==> src/rtl/adder_16bit.sv <==
// Registered adder with carry-in, carry-out and overflow/zero flags, used for PC sequencing.
// The sum is built from 4-bit carry-lookahead groups whose carries ripple group to group.
module adder_16bit #(
    parameter int WIDTH = 16
) (
    input  logic             clk,
    input  logic             rst,
    input  logic             en,
    input  logic [WIDTH-1:0] a,
    input  logic [WIDTH-1:0] b,
    input  logic             cin,
    output logic [WIDTH-1:0] result,
    output logic             cout,
    output logic             overflow,
    output logic             zero
);

    localparam int NGROUP = WIDTH / 4;

    // One lookahead group: returns {carry_out, sum[3:0]}
    function automatic logic [4:0] cla4(input logic [3:0] ga, input logic [3:0] gb, input logic c0);
        logic [3:0] g;
        logic [3:0] p;
        logic [4:0] c;
        g    = ga & gb;
        p    = ga ^ gb;
        c[0] = c0;
        c[1] = g[0] | (p[0] & c0);
        c[2] = g[1] | (p[1] & g[0]) | (p[1] & p[0] & c0);
        c[3] = g[2] | (p[2] & g[1]) | (p[2] & p[1] & g[0]) | (p[2] & p[1] & p[0] & c0);
        c[4] = g[3] | (p[3] & g[2]) | (p[3] & p[2] & g[1]) | (p[3] & p[2] & p[1] & g[0])
             | (p[3] & p[2] & p[1] & p[0] & c0);
        return {c[4], p ^ c[3:0]};
    endfunction

    logic [WIDTH-1:0] sum_s;
    logic [NGROUP:0]  carry_s;
    logic             overflow_s;
    logic             zero_s;

    logic [WIDTH-1:0] result_d, result_q;
    logic             cout_d, cout_q;
    logic             overflow_d, overflow_q;
    logic             zero_d, zero_q;

    // Carry-lookahead sum and status flags for the current operands
    always_comb begin
        logic [4:0] grp;
        sum_s      = {WIDTH{1'b0}};
        carry_s    = {(NGROUP+1){1'b0}};
        carry_s[0] = cin;
        for (int i = 0; i < NGROUP; i++) begin
            grp            = cla4(a[i*4 +: 4], b[i*4 +: 4], carry_s[i]);
            sum_s[i*4 +: 4] = grp[3:0];
            carry_s[i+1]   = grp[4];
        end
        overflow_s = (a[WIDTH-1] == b[WIDTH-1]) && (sum_s[WIDTH-1] != a[WIDTH-1]);
        zero_s     = (sum_s == {WIDTH{1'b0}});
    end

    // Next-state selection: capture the new sum when enabled, otherwise hold
    always_comb begin
        result_d   = result_q;
        cout_d     = cout_q;
        overflow_d = overflow_q;
        zero_d     = zero_q;
        if (en) begin
            result_d   = sum_s;
            cout_d     = carry_s[NGROUP];
            overflow_d = overflow_s;
            zero_d     = zero_s;
        end else begin
            result_d   = result_q;
            cout_d     = cout_q;
            overflow_d = overflow_q;
            zero_d     = zero_q;
        end
    end

    // Output registers; reset is asynchronous so outputs clear without a clock edge
    always_ff @(posedge clk or posedge rst) begin
        if (rst) begin
            result_q   <= {WIDTH{1'b0}};
            cout_q     <= 1'b0;
            overflow_q <= 1'b0;
            zero_q     <= 1'b1;
        end else begin
            result_q   <= result_d;
            cout_q     <= cout_d;
            overflow_q <= overflow_d;
            zero_q     <= zero_d;
        end
    end

    assign result   = result_q;
    assign cout     = cout_q;
    assign overflow = overflow_q;
    assign zero     = zero_q;

endmodule

==> config.mk <==
export PLATFORM = sky130hd
export DESIGN_NAME = adder_16bit
export DESIGN_NICKNAME = d
export VERILOG_FILES = /design/src/rtl/adder_16bit.sv
export SDC_FILE = /design/constraint.sdc
export NUM_CORES = 1
export LEC_CHECK = 0
export CAP_MARGIN = 20
export CORE_MARGIN = 4
export CORE_UTILIZATION = 30
export CTS_BUF_LIST = sky130_fd_sc_hd__clkbuf_8 sky130_fd_sc_hd__clkbuf_16
export DETAILED_ROUTE_END_ITERATION = 12
export GPL_ROUTABILITY_DRIVEN = 0
export MAX_ROUTING_LAYER = met4
export PLACE_DENSITY_LB_ADDON = 0.12
export SYNTH_ARGS = -nofsm -noshare
export SYNTH_HDL_FRONTEND = slang
export SYNTH_SLANG_ARGS = --single-unit
==> constraint.sdc <==
create_clock -name clk -period 0.8 [get_ports clk]
set_input_delay 0.16 -clock clk [delete_from_list [all_inputs] [get_ports clk]]
set_output_delay 0.16 -clock clk [all_outputs]
set_load 0.05 [all_outputs]
==> impl_metrics.ini, run 1 <==
[synth]
syn_avg_cell_area_um2 = 10.6
yosys_warnings = 0
ys_ff_latch = 19
async_flop_share = 1.00
ys_top_cells_by_area = dfrtp_1, ha_1, mux2_2, fa_1, a21oi_1
synth_edf_count = 0
synthCells = 138
synth_ff_type = dfrtp_1
yosys.area.top_type = dfrtp_1
syn-num-nets = 194
syn_area_um2 = 1470
ys_seq_area_frac = 0.325
yosys.area.top_type_share = 0.307
ys_types = 43

[layout]
seqCellArea_um2 = 477
final_area_um2 = 3330
syn_to_final_growth_pct = 127
multi_input_area_um2 = 1400
num_antenna_cells = 0
final_common_cell = buf_4
finalNetCount = 318
fill_cells = 336
mostFrequentLayoutCells = buf_4, buf_6, buf_12
layout-drive-gt1-share = 0.709

[worst_hold_path]
hold_path.class = input pin to asynchronous set/reset pin

[critical_path]
worstPathMaxFanout = 3
criticalPathCategory = input pin to register
worstPathRequired_ns = 0.97
endpoint = zero
ff2ff_path_depth = 2
crit_arrival_ns = 2.84
r2r_end = result[12]
cp-end-kind = register
cpMaxStageDelayCell = fa_2
critPathMaxStageDelay_ns = 0.45
path_cells = buf_6 > ha_4 > a41o_1 > a21oi_2 > o21a_2 > o21ai_4 > or3_4 > o21a_1 > fa_2 > nor4_2 > nand2_1 > nor4_2 > o21ai_1 > o41ai_2
startpoint_type = input pin
cpMostUsedCell = nor4_2
crit_start = a[6]
r2r_start = result[12]
r2r_slack_ns = -0.12

[clock_tree]
cts-root-buf = clkbuf_8
cts_tree = done
clk_pin_slew_worst_paths_ns = 0.08
clockBufferDepth = 2
cts_sinks = 19
cts_max_level = 1
cts_inserted_buffers = 3
worstSkewPairLatency_ns = 0.26

[die]
die_y_um = 77.9
rows = 25
die_x_um = 77.9
core_um2 = 4720
die-area_um2 = 6080
ios = 55
start_util = 0.311

[place]
post_dp_cell_area_um2 = 2720
portBuffers = 54
dp_hpwl_um = 3580

[power]
p_comb_frac = 0.651
p_seq_frac = 0.234
power_leakage_nw = 1.49
switching_share = 0.385
p_sw_mw = 2.32
p_per_area_nw_per_um2 = 1810
intPower_mw = 3.71
vdd_ir_drop_max_v = 0.000825
clkPwrFrac = 0.116

[flow_run]
drv_cap = 0

[sta]
setup_viol = 38
fin_crit_sh = 3.33
relSlewSlack = 0.753
tightestPinTransition_ns = 0.370
maxSlewViolCount = 0
rsz0062_at_grt = true
period_minus_slack_ns = 2.67
timing.hold.ws_ns = 0.218
setup_ws_ns = -1.87
fin_skew_ns = 0
fmax_mhz = 375
hold_viol = 0

[drt]
post_drt_wl_per_cell_um = 15.0
wl_um = 4910
drtAntennaViolNets = 0
drc = 0
drt-vias-per-instance = 4.77
drtIter0Drc = 33
via_count = 1564
drt_first_pass_iters = 4

[outcome]
status = finished, violations left
violations = negative setup slack

[grt]
grt_pass1_wl_um = 8010
grt_max_degree = 20
grt_pass1_vias = 1703
antenna_found_initial = 0
gr-total-overflow = 0
grt_usage = 0.169
[repair_timing]
item | CTS | global route
gates cloned | 0 | 0
setup endpoints to repair | 38 | 38
hold buffers | 0 | 0
buffers inserted | 35 | 12
pin swaps | 45 | 24
resized for setup | 160 | 37
[synth_stat cells, types with 2 or more instances]
library cell and instances:
nor4_1 2, nor2_1 8, mux2_2 12, xor2_1 4
o21ai_2 3, inv_1 3, o21ai_0 2, a21oi_2 2
xnor2_1 8, o21a_1 3, fa_1 4, a21o_1 2
clkbuf_1 2, nor2b_1 2, nand2_1 6, nand2b_1 2
dfrtp_1 18, nand4_1 2, a21oi_1 14, ha_1 16
[worst min path at each step]
| stage | startpoint | to | slack [ns] | cells past startpoint |
|---|---|---|---|---|
| 3_5_place_dp | zero | zero | 0.50 | 2 |
| 3_3_place_gp | rst | result[0] | 0.50 | 3 |
| 6_report | rst | result[1] | 0.22 | 3 |
| 2_1_floorplan | rst | cout | 0.11 | 1 |
| 4_1_cts | rst | result[12] | 0.23 | 3 |
| 5_1_grt | rst | result[0] | 0.27 | 3 |
[stage by stage]
step / setup slack, ns / cells / power [mW] / setup TNS (ns) / utilization
detailed placement: -2.58 / 300 / 4.59 / -29.66 / 0.576
floorplan: -1.90 / 138 / 2.89 / -16.03 / -
finish: -1.87 / 328 / 6.03 / -20.83 / 0.705
global route: -2.09 / 328 / 6.31 / -22.55 / 0.705
CTS: -2.07 / 328 / 5.75 / -22.36 / 0.669
global placement: -2.40 / 300 / 4.55 / -28.68 / 0.576
[metal layers]
metal  wire, um  GRT usage  up-vias
met2       2710      0.295       42
met3        220     0.0313       10
met4         80     0.0577        0
li1           -          -      752
met5          0          -        -
met1       1900      0.194      760
[power groups by stage]
stage	combinational (mW)	sequential [mW]	clock, mW
floorplan	0.850	2.04	0
global placement	3.12	1.43	0
detailed placement	3.16	1.43	0
CTS	3.65	1.41	0.697
global route	4.13	1.43	0.742
finish	3.92	1.41	0.697
[sequential cells by signal (all words and copies together) (netlist names)]
register  count
result       16
cout          1
overflow      1
zero          1
[layout make-up]
type | instances | share of cell area
clock buffer | 3 | 0.0124
tap | 67 | 0.0252
inverter | 3 | 0.00413
timing repair buffer | 123 | 0.392
multi-input combinational | 112 | 0.422
sequential | 19 | 0.143
clock inverter | 1 | 0.00150
[cell families after synthesis]
family | share of synthesized area
AND/OR/NAND/NOR | 0.104
flip-flops | 0.325
buffers and inverters | 0.0230
adder cells (fa/ha/maj) | 0.191
AO/OA/AOI/OAI | 0.194
XOR/XNOR | 0.0716
multiplexers | 0.0921
[critical path: cells and delay by family]
family	cells	cell delay, ns
simple gates	4	0.83
compound gates	7	1.06
fa+ha+maj	2	0.69
buf+inv	1	0.10
(Power assumes the default switching activity.)
==> inputs of run 2 (changes only) <==
- CTS_CLUSTER_DIAMETER: unset -> 30
==> results of run 2 <==
Final layout, timing and power as in run 1 (identical DEF).
